File: src/rtl/serial_frame_pkg.sv
// Shared definitions for the serial frame transmitter and its matching receiver.
package serial_frame_pkg;

  // Frame sequencer states, binary encoded.
  typedef enum logic [2:0] {
    ST_IDLE   = 3'd0,
    ST_START  = 3'd1,
    ST_DATA   = 3'd2,
    ST_PARITY = 3'd3,
    ST_STOP   = 3'd4
  } state_t;

  // Serial line levels.
  localparam logic LINE_IDLE  = 1'b1;
  localparam logic LINE_START = 1'b0;

endpackage

File: src/rtl/serial_bit_timer.sv
// Bit-period timer: counts 0..CLKS_PER_BIT-1 and ticks on the last count.
module serial_bit_timer #(
  parameter int CLKS_PER_BIT = 4
) (
  input  logic C,
  input  logic R,
  input  logic clear,
  output logic tick
);

  // A one-clock bit period still needs a 1-bit counter.
  localparam int TW = (CLKS_PER_BIT > 1) ? $clog2(CLKS_PER_BIT) : 1;
  localparam logic [TW-1:0] LAST = TW'(CLKS_PER_BIT - 1);

  logic [TW-1:0] count_reg;
  logic [TW-1:0] count_next;

  assign tick = !clear && (count_reg == LAST);

  // Next count: hold at zero while cleared, wrap on the tick.
  always_comb begin
    count_next = count_reg + TW'(1);
    if (clear || tick) begin
      count_next = '0;
    end
  end

  // Count register.
  always_ff @(posedge C) begin
    if (R) begin
      count_reg <= '0;
    end else begin
      count_reg <= count_next;
    end
  end

endmodule

File: src/rtl/serial_frame_tx.sv
// Framed parallel-to-serial transmitter: start, LSB-first data, optional even
// parity, stop. All outputs are registered and move together with the state.
module serial_frame_tx
  import serial_frame_pkg::*;
#(
  parameter int DATA_W       = 4,
  parameter int CLKS_PER_BIT = 4,
  parameter int PARITY_EN    = 1
) (
  input  logic              C,
  input  logic              R,
  input  logic [DATA_W-1:0] data_i,
  input  logic              valid_i,
  output logic              ready_o,
  output logic              tx_o,
  output logic              busy_o,
  output logic              done_o
);

  localparam int IW = $clog2(DATA_W + 1);
  localparam logic [IW-1:0] LAST_IDX = IW'(DATA_W - 1);

  state_t            state_reg,  state_next;
  logic [DATA_W-1:0] shift_reg,  shift_next;
  logic [IW-1:0]     idx_reg,    idx_next;
  logic              parity_reg, parity_next;
  logic              tx_reg,     tx_next;
  logic              ready_reg,  ready_next;
  logic              busy_reg,   busy_next;
  logic              done_reg,   done_next;

  logic              accept;
  logic              tick;
  logic              timer_clear;
  logic [DATA_W-1:0] shift_dn;

  assign accept      = valid_i && ready_reg;
  assign timer_clear = accept || (state_reg == ST_IDLE);
  assign shift_dn    = shift_reg >> 1;

  serial_bit_timer #(
    .CLKS_PER_BIT(CLKS_PER_BIT)
  ) u_timer (
    .C    (C),
    .R    (R),
    .clear(timer_clear),
    .tick (tick)
  );

  // Next-state and registered-output logic; every state but IDLE advances on the tick.
  always_comb begin
    state_next  = state_reg;
    shift_next  = shift_reg;
    idx_next    = idx_reg;
    parity_next = parity_reg;
    tx_next     = tx_reg;
    ready_next  = ready_reg;
    busy_next   = busy_reg;
    done_next   = 1'b0;

    unique case (state_reg)
      ST_IDLE: begin
        tx_next    = LINE_IDLE;
        ready_next = 1'b1;
        busy_next  = 1'b0;
        if (accept) begin
          shift_next  = data_i;
          parity_next = ^data_i;
          idx_next    = '0;
          state_next  = ST_START;
          tx_next     = LINE_START;
          ready_next  = 1'b0;
          busy_next   = 1'b1;
        end
      end
      ST_START: begin
        if (tick) begin
          state_next = ST_DATA;
          tx_next    = shift_reg[0];
        end
      end
      ST_DATA: begin
        if (tick) begin
          shift_next = shift_dn;
          idx_next   = idx_reg + IW'(1);
          if (idx_reg == LAST_IDX) begin
            if (PARITY_EN != 0) begin
              state_next = ST_PARITY;
              tx_next    = parity_reg;
            end else begin
              state_next = ST_STOP;
              tx_next    = LINE_IDLE;
            end
          end else begin
            tx_next = shift_dn[0];
          end
        end
      end
      ST_PARITY: begin
        if (tick) begin
          state_next = ST_STOP;
          tx_next    = LINE_IDLE;
        end
      end
      ST_STOP: begin
        if (tick) begin
          state_next = ST_IDLE;
          tx_next    = LINE_IDLE;
          ready_next = 1'b1;
          busy_next  = 1'b0;
          done_next  = 1'b1;
          idx_next   = '0;
        end
      end
      default: begin
        state_next = ST_IDLE;
        tx_next    = LINE_IDLE;
        ready_next = 1'b1;
        busy_next  = 1'b0;
        idx_next   = '0;
      end
    endcase
  end

  // State and output registers; reset abandons any frame without a done pulse.
  always_ff @(posedge C) begin
    if (R) begin
      state_reg  <= ST_IDLE;
      shift_reg  <= '0;
      idx_reg    <= '0;
      parity_reg <= 1'b0;
      tx_reg     <= LINE_IDLE;
      ready_reg  <= 1'b1;
      busy_reg   <= 1'b0;
      done_reg   <= 1'b0;
    end else begin
      state_reg  <= state_next;
      shift_reg  <= shift_next;
      idx_reg    <= idx_next;
      parity_reg <= parity_next;
      tx_reg     <= tx_next;
      ready_reg  <= ready_next;
      busy_reg   <= busy_next;
      done_reg   <= done_next;
    end
  end

  assign tx_o    = tx_reg;
  assign ready_o = ready_reg;
  assign busy_o  = busy_reg;
  assign done_o  = done_reg;

endmodule

File: config.mk
export PLATFORM = sky130hd
export DESIGN_NAME = serial_frame_tx
export DESIGN_NICKNAME = d
export VERILOG_FILES = /design/src/rtl/serial_frame_pkg.sv /design/src/rtl/serial_bit_timer.sv /design/src/rtl/serial_frame_tx.sv
export SDC_FILE = /design/constraint.sdc
export NUM_CORES = 1
export LEC_CHECK = 0
export BUFFER_PORTS_ARGS = -buffer_cell sky130_fd_sc_hd__buf_2
export CORE_ASPECT_RATIO = 0.6
export CORE_UTILIZATION = 40
export CTS_BUF_LIST = sky130_fd_sc_hd__clkbuf_4 sky130_fd_sc_hd__clkbuf_8
export DETAILED_ROUTE_END_ITERATION = 16
export PLACE_DENSITY = 0.59
export SYNTH_ARGS = -nofsm -noshare
export SYNTH_HDL_FRONTEND = slang
export SYNTH_HIERARCHICAL = 1
export SYNTH_SLANG_ARGS = --single-unit
File: constraint.sdc
create_clock -name C -period 3.6 [get_ports C]
set_input_delay 0.18 -clock C [delete_from_list [all_inputs] [get_ports C]]
set_output_delay 0.18 -clock C [all_outputs]
set_load 0.01 [all_outputs]
==> flow_metrics.env <==
export IMPL_pwr_share_comb=0.143
export IMPL_post_route_util=0.494
export IMPL_cts_hold_buf=0
export IMPL_avgViaCountPerCell=5.41
export IMPL_synth_cells=99
export IMPL_gp_congestion=0.786
export IMPL_hold_path_end="shift_reg[3]$_SDFFE_PP0P_"
export IMPL_first_iter_violations=16
export IMPL_fin_tns_setup_ns=0
export IMPL_drc=0
export IMPL_cts_buffer_depth=2
export IMPL_required_ns=3.83
export IMPL_cts_root_buf="clkbuf_4"
export IMPL_first_pass_iters=4
export IMPL_std_cell_rows=12
export IMPL_vias=741
export IMPL_start_util=0.449
export IMPL_pwr_share_clk=0.286
export IMPL_rr_startpoint="state_reg[1]$_SDFFE_PP0P_"
export IMPL_reg2reg_depth=7
export IMPL_switching_share=0.275
export IMPL_power_switching_uw=99.0
export IMPL_grt_overflow_total=0
export IMPL_rsz0062_at_grt="false"
export IMPL_min_path_type="primary input to flip-flop"
export IMPL_clock_fmax_ghz=0.376
export IMPL_p_total_uw=360
export IMPL_ys_seq_elements=17
export IMPL_synth_nets=109
export IMPL_cts_setup_buffers=0
export IMPL_finalHoldViolations=0
export IMPL_fin_skew_ns=0.0119
export IMPL_reg2reg_to="state_reg[0]$_SDFFE_PP0P_"
export IMPL_clkSlewWorstSetupHoldPaths_ns=0.11
export IMPL_cts_tree="yes"
export IMPL_avgRoutedWirePerCell_um=13.6
export IMPL_grt_max_degree=20
export IMPL_antenna_found_initial=0
export IMPL_crit_path_cell_trace="or2_2 -> o21ai_0 -> nor2b_1 -> or4b_4 -> a21boi_4 -> or2_0 -> a21oi_1"
export IMPL_grt_use_total=0.172
export IMPL_p_leak_nw=0.370
export IMPL_reg2reg_slack_ns=0.94
export IMPL_ys_warn_count=6
export IMPL_clkLatencyLatePin_ns=0.30
export IMPL_setup_slack_ns=0.941
export IMPL_htree_levels=1
export IMPL_final_max_slew_viol_count=0
export IMPL_diodes=0
export IMPL_die_h_um=38.2
export IMPL_hp_start="data_i[3]"
export IMPL_pre_cts_ws_ns=1.04
export IMPL_end_kind="flip-flop"
export IMPL_cp_depth=7
export IMPL_core_sq_um=1950
export IMPL_crit_arrival_ns=2.89
export IMPL_synth_top_area_frac=0.389
export IMPL_synthesis_area_sq_um=876
export IMPL_yosys_area_top_type="dfxtp_1"
export IMPL_sequential_cell_area_sq_um=340
export IMPL_start_kind="flip-flop"
export IMPL_worstMarginPinSlew_ns=0.498
export IMPL_ys_seq_area_frac=0.389
export IMPL_finalSetupViolCount=0
export IMPL_area_delta_synth_final_pct=10.1
export IMPL_run_status="complete, no violations"
export IMPL_chipWidth_um=62.4
export IMPL_critPathMaxStageDelay_ns=0.55
export IMPL_path_max_fanout=15
export IMPL_drt_wl_total_um=1860
export IMPL_synthTopCellsByArea="dfxtp_1 39%, nand2_1 5.1%, ha_1 4.3%"
export IMPL_postSynth_asyncResetShare=0
export IMPL_ys_flop_type="dfxtp_1"
export IMPL_crit_buf_inv=0
export IMPL_ir_drop_uv=203
export IMPL_antenna_left=0
export IMPL_die_area_sq_um=2390
export IMPL_numClockSinks=17
export IMPL_final_nets=120
export IMPL_fin_crit_ns=2.66
export IMPL_first_global_vias=679
export IMPL_fill_cells=191
export IMPL_io_buffer_count=10
export IMPL_synth_edf_count=0
export IMPL_largest_register_ffs=4
export IMPL_multi_input_area_sq_um=504
export IMPL_grt_first_pass_wirelength_um=3020
export IMPL_slowest_stage="or4b_4"
export IMPL_internal_power_uw=261
export IMPL_crit_family="simple AND/OR/NAND/NOR gates"
export IMPL_worstSetupPathType="flip-flop to flip-flop"
export IMPL_min_period_over_period=0.739
export IMPL_cts_resized=0
export IMPL_power_share_sequential=0.570
export IMPL_dp_hpwl_um=1340
export IMPL_min_path_cells=3
export IMPL_drv_cap=0
export IMPL_pin_count=11
export IMPL_max_slew_margin=0.667
export IMPL_power_density_nw_per_um2=373
export IMPL_cts_buffers=3
export IMPL_avgSynthCellArea_sq_um=8.85
export IMPL_synth_most_common_cell="dfxtp_1"
export IMPL_yosysUniqueCellTypes=36
export IMPL_drive_gt1_frac=0.183
export IMPL_synthTopCellsByCount="17 x dfxtp_1, 12 x nand2_1, 7 x a21oi_1, 7 x o21ai_0, 6 x nor2_1"
metal layers:
| metal | wire, um | global-route usage | share of wire | vias up |
|---|---|---|---|---|
| li1 | - | - | - | 381 |
| met1 | 1010 | 0.226 | 0.54 | 343 |
| met2 | 748 | 0.272 | 0.40 | 13 |
| met3 | 71 | 0.0565 | 0.038 | 4 |
| met4 | 31 | 0.0523 | 0.017 | 0 |
| met5 | 0 | 0 | 0 | - |
worst register-to-register path, cell delays in order, from the launching register on:
cell and delay, ns:
dfxtp_1 0.47, or2_2 0.41, o21ai_0 0.40, nor2b_1 0.22
or4b_4 0.55, a21boi_4 0.17, or2_0 0.22, a21oi_1 0.16
how the worst max path moves through the flow:
stage	startpoint	endpoint
2_1_floorplan	state_reg[0]$_SDFFE_PP0P_	tx_o$_SDFFE_PP1P_
3_3_place_gp	state_reg[1]$_SDFFE_PP0P_	tx_o$_SDFFE_PP1P_
3_5_place_dp	state_reg[1]$_SDFFE_PP0P_	tx_o$_SDFFE_PP1P_
4_1_cts	state_reg[1]$_SDFFE_PP0P_	state_reg[0]$_SDFFE_PP0P_
5_1_grt	state_reg[1]$_SDFFE_PP0P_	state_reg[0]$_SDFFE_PP0P_
6_report	state_reg[1]$_SDFFE_PP0P_	state_reg[0]$_SDFFE_PP0P_
through the flow:
stage | hold WS, ns | cell area [sq um] | instances
2_1_floorplan | 0.252 | 876 | 99
3_3_place_gp | 0.423 | 937 | 133
3_5_place_dp | 0.430 | 937 | 133
4_1_cts | 0.129 | 965 | 137
5_1_grt | 0.132 | 965 | 137
6_report | 0.138 | 965 | 137
logic make-up (layout without fill, tap and decap cells):
logic type,Yosys count,in the layout,share of synthesized area
flip-flops,17,17,0.389
multiplexers,1,1,0.0114
XOR/XNOR,4,4,0.0400
AND/OR/NAND/NOR,43,43,0.284
AO/OA/AOI/OAI,25,25,0.197
adder cells (fa/ha/maj),3,3,0.0429
buffers and inverters,6,16,0.0357
placed cells by master, fill, tap and decap left out, types with 2 or more instances in the layout:
cell / netlist / final
buf_2: 1 / 10
a211oi_1: 2 / 2
ha_1: 3 / 3
nand2_1: 12 / 12
nor3_1: 2 / 2
nand3_1: 4 / 4
clkbuf_4: 0 / 3
or4_1: 2 / 2
dfxtp_1: 17 / 17
nor2b_1: 2 / 2
nand2b_1: 5 / 5
xnor2_1: 3 / 3
nor2_1: 6 / 6
inv_1: 2 / 2
o21ai_0: 7 / 7
a311oi_1: 3 / 3
a21oi_1: 7 / 7
power groups by stage:
| stage | sequential [mW] | combinational [mW] | clock, mW |
|---|---|---|---|
| 2_1_floorplan | 0.208 | 0.0371 | 0 |
| 6_report | 0.205 | 0.0516 | 0.103 |
| 5_1_grt | 0.207 | 0.0577 | 0.117 |
| 3_5_place_dp | 0.209 | 0.0506 | 0 |
| 3_3_place_gp | 0.209 | 0.0504 | 0 |
| 4_1_cts | 0.205 | 0.0513 | 0.109 |
cell type report:
class	instances	share of cell area
Timing Repair Buffer	10	0.0519
Sequential cell	17	0.353
Inverter	2	0.00778
Multi-Input combinational cell	76	0.523
Clock buffer	3	0.0233
Clock inverter	1	0.00519
Tap cell	28	0.0363
Power figures use the tool's default switching activity.
